$ cat src/rtl/stopwatch_ctrl.sv
// Stopwatch controller: IDLE/RUN/PAUSE FSM over a 4-digit BCD count (SS.cc) advanced by tick_in rising edges.
// Optional lap-freeze display enabled by defining STOPWATCH_LAP_EN.
module stopwatch_ctrl #(
  parameter int unsigned SEC_TENS_MAX = 5
) (
  input  logic        clk,
  input  logic        rst_n,
  input  logic        tick_in,
  input  logic        start_stop,
  input  logic        clear,
  input  logic        lap,
  output logic [15:0] disp,
  output logic        running,
  output logic        ovf,
  output logic        lap_hold
);

  typedef enum logic [1:0] {
    IDLE  = 2'b00,
    RUN   = 2'b01,
    PAUSE = 2'b10
  } state_t;

  state_t      state, state_nx;
  logic        tick_d;
  logic        tick_rise;
  logic [3:0]  d3, d2, d1, d0;
  logic [3:0]  n3, n2, n1, n0;
  logic        wrap;
  logic [15:0] count_nx;
  logic [15:0] disp_nx;
  logic        hold_nx;

  assign tick_rise = tick_in & ~tick_d;
  assign count_nx  = {n3, n2, n1, n0};

  always_comb begin
    n3   = d3;
    n2   = d2;
    n1   = d1;
    n0   = d0;
    wrap = 1'b0;
    state_nx = state;
    unique case (state)
      IDLE:    state_nx = clear ? IDLE : (start_stop ? RUN : IDLE);
      RUN:     state_nx = start_stop ? PAUSE : RUN;
      PAUSE:   state_nx = clear ? IDLE : (start_stop ? RUN : PAUSE);
      default: state_nx = IDLE;
    endcase
    if ((state == IDLE || state == PAUSE) && clear) begin
      n3 = '0;
      n2 = '0;
      n1 = '0;
      n0 = '0;
    end else if (state == RUN && tick_rise) begin
      // Ripple-carry through the BCD digits; only the top digit uses the parameterised limit
      if (d0 != 4'd9) n0 = d0 + 4'd1;
      else begin
        n0 = '0;
        if (d1 != 4'd9) n1 = d1 + 4'd1;
        else begin
          n1 = '0;
          if (d2 != 4'd9) n2 = d2 + 4'd1;
          else begin
            n2 = '0;
            if (d3 != 4'(SEC_TENS_MAX)) n3 = d3 + 4'd1;
            else begin
              n3   = '0;
              wrap = 1'b1;
            end
          end
        end
      end
    end
  end

`ifdef STOPWATCH_LAP_EN
  logic [15:0] lap_cap, lap_cap_nx;

  always_comb begin
    hold_nx    = lap_hold;
    lap_cap_nx = lap_cap;
    if (state == RUN) begin
      if (start_stop) hold_nx = 1'b0;
      else if (lap) begin
        hold_nx = ~lap_hold;
        if (!lap_hold) lap_cap_nx = count_nx;
      end
    end
    disp_nx = hold_nx ? lap_cap_nx : count_nx;
  end

  always_ff @(posedge clk or negedge rst_n) begin
    if (!rst_n) lap_cap <= '0;
    else        lap_cap <= lap_cap_nx;
  end
`else
  logic unused_lap;
  assign unused_lap = lap;

  always_comb begin
    hold_nx = 1'b0;
    disp_nx = count_nx;
  end
`endif

  always_ff @(posedge clk or negedge rst_n) begin
    if (!rst_n) begin
      state    <= IDLE;
      tick_d   <= 1'b0;
      d3       <= '0;
      d2       <= '0;
      d1       <= '0;
      d0       <= '0;
      disp     <= '0;
      running  <= 1'b0;
      ovf      <= 1'b0;
      lap_hold <= 1'b0;
    end else begin
      state    <= state_nx;
      tick_d   <= tick_in;
      d3       <= n3;
      d2       <= n2;
      d1       <= n1;
      d0       <= n0;
      disp     <= disp_nx;
      running  <= (state_nx == RUN);
      ovf      <= wrap;
      lap_hold <= hold_nx;
    end
  end

endmodule

$ cat config.mk
export PLATFORM = sky130hd
export DESIGN_NAME = stopwatch_ctrl
export DESIGN_NICKNAME = d
export VERILOG_FILES = /design/src/rtl/stopwatch_ctrl.sv
export SDC_FILE = /design/constraint.sdc
export NUM_CORES = 1
export LEC_CHECK = 0
export BUFFER_PORTS_ARGS = -buffer_cell sky130_fd_sc_hd__buf_2
export CAP_MARGIN = 5
export CORE_ASPECT_RATIO = 0.75
export CORE_MARGIN = 4
export CORE_UTILIZATION = 47
export CTS_CLUSTER_DIAMETER = 30
export CTS_CLUSTER_SIZE = 24
export DETAILED_ROUTE_END_ITERATION = 8
export GPL_TIMING_DRIVEN = 0
export HOLD_SLACK_MARGIN = 0.08
export MAX_ROUTING_LAYER = met4
export PLACE_DENSITY = 0.79
export SLEW_MARGIN = 40
export SYNTH_ARGS = -nofsm -noshare
export SYNTH_HDL_FRONTEND = slang
export SYNTH_SLANG_ARGS = --single-unit
$ cat constraint.sdc
create_clock -name clk -period 1.7 [get_ports clk]
set_input_delay 0.17 -clock clk [delete_from_list [all_inputs] [get_ports clk]]
set_output_delay 0.17 -clock clk [all_outputs]
set_load 0.02 [all_outputs]
==> summary.txt <==
Floorplanning
  – X dimension of the die: 64.3 um
  – Die ar.: 3230 um^2
  – # rows: 15
  – Starting density of the core: 0.489
  – Vertical extent of the die: 50.3 um
  – Standard cell core area: 2290 um^2
  – IO Count: 25

Timing
  – Worst clock skew: 0.00908 ns
  – Slew @ Worst Pin: 0.520 ns
  – Setup repair after global routing missed its margin: true
  – Final Setup Violations: 0
  – Number of slew-limit violations in the final report: 0
  – Worst hold slack: 0.143 ns
  – Min cycle time layout: 1.68 ns
  – Post-route fraction of the period consumed by the critical path: 0.985
  – Max transition margin: 0.653
  – Max Freq: 597 MHz
  – Post-route setup TNS: 0 ns
  – Least setup slack across all paths after layout: 0.0250 ns
  – Number of hold-slack violations in the final timing report: 0

Power and ir drop
  – Final Power: 0.870 mW
  – Share of total power in sequential cells: 0.607
  – Peak supply drop: 0.000555 V
  – Internal power component: 0.639 mW
  – Share of power burned in combinational logic: 0.107
  – Static Leak: 0.707 nW
  – Total net switching power: 0.231 mW
  – Clock Power Share: 0.286
  – Cell Pwr Density: 606 nW/um^2
  – Switch share: 0.265

Logic synthesis
  – Async set-or-reset flop fraction in the synthesized netlist: 1.00
  – Syn Area/Cell: 9.73 um^2
  – Number of warnings issued by yosys: 0
  – Unique cell type count in the Yosys netlist: 31
  – Share of Yosys cell area claimed by the top area cell type: 0.470
  – Register bit total from synthesis: 21
  – Post-Syn Instances: 115
  – Count of flip-flops with a built-in enable after synthesis: 0
  – Cell taking the most area after synthesis: sky130_fd_sc_hd__dfrtp_1
  – Proportion of synthesized chip area in sequential cells: 0.470
  – Synthesized net count: 127
  – Largest cells by area after synthesis: sky130_fd_sc_hd__dfrtp_1 (47%), sky130_fd_sc_hd__ha_1 (6.7%), sky130_fd_sc_hd__nand2_1 (4.4%)
  – Synth Flop Type: sky130_fd_sc_hd__dfrtp_1
  – Total standard cell area after synthesis: 1120 um^2

Route
  – Total via count in the routed design: 996
  – Number of iterations in the first detailed-routing pass: 4
  – Count of antenna-violating nets left after detailed routing: 0
  – Routed wire length per instance: 12.7 um
  – Total Wirelength: 2.38 mm
  – Remaining design rule violation count: 0
  – Ratio of routed vias to standard cells: 5.33
  – Number of DRC violations after detailed-routing iteration 0: 40

Worst setup path
  – Crit-path leading delay family: simple AND/OR/NAND/NOR gates
  – Class of the most critical setup path: flop to flop
  – Cells along the critical path: inv_2 -> ha_2 -> and3b_2 -> nand4_1 -> or4b_1 -> o21ai_1
  – Cell count of the worst reg-to-reg path: 6
  – Kind of start point of the critical path: flop
  – CP arrival: 1.91 ns
  – Required arrival time at the worst endpoint: 1.94 ns
  – Longest individual stage delay on the worst path: 0.47 ns
  – Kind of end point of the critical path: flop
  – Flop2flop setup slack: 0.02 ns
  – CP max stage cell: sky130_fd_sc_hd__or4b_1
  – Critical path buffers and inverters: 1
  – Critical register-to-register path startpoint: d2[1]$_DFFE_PN0P_
  – CP Max Fanout: 4
  – Endpoint of the worst-slack reg-to-reg timing path: d3[3]$_DFFE_PN0P_

Clock tree
  – # H-tree levels: 1
  – Buffers from clock root to sink, at most: 2
  – Skew-Pair Late Insertion Delay: 0.31 ns
  – TritonCTS clock tree: built
  – Number of CTS-inserted buffers: 3
  – Clock root buffer: sky130_fd_sc_hd__clkbuf_4
  – Clock-pin slew of the registers on the worst-case setup and hold paths: 0.12 ns
  – Clock Sinks: 21

Place
  – Cell total after placement: 171
  – Final GP Congestion: 0.770
  – Dpl hpwl: 1.64 mm
  – I/O Buffers: 22
  – Setup Slack @ Placement: -0.0419 ns

Hold path
  – Worst-case hold path end point: state[1]$_DFF_PN0_
  – Startpoint of the lowest-slack hold path: clear
  – Min-Delay Path Class: input pin to flop
  – Hold Crit Depth: 4

GRT
  – Largest net degree at the start of global routing: 22
  – Vias in the first global route: 913
  – First-pass GRT wire length: 4.03 mm
  – Tot GR Track Use: 0.164
  – Final global-route overflow total: 0
  – Initial antenna violation count: 0

Cells and area
  – Most frequent standard cell in the layout excluding fill and tap cells: sky130_fd_sc_hd__buf_2
  – Antenna diodes: 0
  – Area delta synth->final: 28.4%
  – Fin nets: 166
  – Commonest non-fill, non-tap cells in the layout: sky130_fd_sc_hd__buf_2 (22), sky130_fd_sc_hd__dfrtp_1 (17), sky130_fd_sc_hd__nand2_1 (13)
  – Fraction of layout instances using a drive strength above 1: 0.333
  – Number of filler instances in the final layout: 190
  – Layout Cells excl Fill: 187

Job
  – Number of max-capacitance violations reported: 0

Status
  – Status: complete, no violations
==> routing by layer <==
metal	GRT usage	part of all wire	routed length (um)
met1	0.203	0.45	1080
met2	0.274	0.49	1160
met3	0.0470	0.058	139
met4	0.0211	0	0
met5	-	0	0
==> logic make-up after synthesis <==
kind of cell	share of synthesized area
DFF	0.470
AOI/OAI and AO/OA	0.140
buffers and inverters	0.0336
adders and majority gates	0.0671
muxes	0.0268
other	0.00335
and+or+nand+nor	0.260
==> power groups by stage <==
| stage | Combinational [mW] | Clock [mW] | Sequential, mW |
|---|---|---|---|
| global route | 0.105 | 0.285 | 0.532 |
| floorplan | 0.0411 | 0 | 0.543 |
| CTS | 0.0909 | 0.262 | 0.528 |
| detailed placement | 0.0826 | 0 | 0.538 |
| global placement | 0.0803 | 0 | 0.536 |
| finish | 0.0931 | 0.249 | 0.528 |
==> cells in the mapped netlist (2+ instances only) <==
library cell,count
sky130_fd_sc_hd__nor2b_1,2
sky130_fd_sc_hd__nand3_1,6
sky130_fd_sc_hd__inv_1,6
sky130_fd_sc_hd__mux2i_1,3
sky130_fd_sc_hd__o31ai_1,5
sky130_fd_sc_hd__dfrtp_1,21
sky130_fd_sc_hd__nand4bb_1,3
sky130_fd_sc_hd__ha_1,6
sky130_fd_sc_hd__a21oi_1,5
sky130_fd_sc_hd__nand4_1,2
sky130_fd_sc_hd__and3b_1,3
sky130_fd_sc_hd__nor2_1,7
sky130_fd_sc_hd__buf_4,2
sky130_fd_sc_hd__nand2_1,13
sky130_fd_sc_hd__and3_1,2
sky130_fd_sc_hd__o21ai_0,9
sky130_fd_sc_hd__o21ai_1,4
sky130_fd_sc_hd__a31oi_1,2
sky130_fd_sc_hd__nand2b_1,2
==> worst max path at each step <==
stage | depth (start not counted) | start | slack [ns] | end
after global routing | 6 | d2[1]$_DFFE_PN0P_ | -0.06 | d3[3]$_DFFE_PN0P_
after floorplan | 5 | d0[1]$_DFFE_PN0P_ | 0.002 | d3[3]$_DFFE_PN0P_
final | 6 | d2[1]$_DFFE_PN0P_ | 0.02 | d3[3]$_DFFE_PN0P_
after global placement | 7 | d1[1]$_DFFE_PN0P_ | 0.01 | d3[3]$_DFFE_PN0P_
after detailed placement | 5 | d0[1]$_DFFE_PN0P_ | -0.04 | d3[3]$_DFFE_PN0P_
after CTS | 6 | d2[1]$_DFFE_PN0P_ | 0.007 | d3[3]$_DFFE_PN0P_
==> stage by stage <==
stage                      util  instance area (um^2)
after floorplan               -                  1120
after global placement    0.557                  1270
after detailed placement  0.557                  1270
after CTS                 0.610                  1400
after global routing      0.627                  1440
final                     0.627                  1440
==> layout make-up <==
class / count / area (um^2) / share of cell area
Sequential cell: 21 / 531 / 0.369
Timing Repair Buffer: 35 / 215 / 0.150
Clock inverter: 1 / 7.51 / 0.00523
Multi-Input combinational cell: 86 / 588 / 0.409
Inverter: 6 / 22.5 / 0.0157
Buffer: 1 / 7.51 / 0.00523
Tap cell: 34 / 42.5 / 0.0296
Clock buffer: 3 / 22.5 / 0.0157
==> state kept, by name, indices dropped and copies added, names as in the netlist <==
signal	cells
disp	3
d2	3
running	1
d3	4
d0	3
ovf	1
state	2
d1	3
tick_d	1
==> repair_timing <==
item	CTS	global route
endpoints found under the hold margin	24	0
setup endpoints to repair	2	2
hold buffers	3	0
resized for setup	5	7
pin swaps	2	1
buffers inserted	6	4
==> worst reg2reg max path, delay by kind of cell (launching register included) <==
family	cells	cell delay (ns)
DFF	1	0.44
buffers and inverters	1	0.08
AOI/OAI and AO/OA	1	0.10
adders and majority gates	1	0.17
and+or+nand+nor	3	0.81
Note: power is estimated with default switching activity, not from simulation.
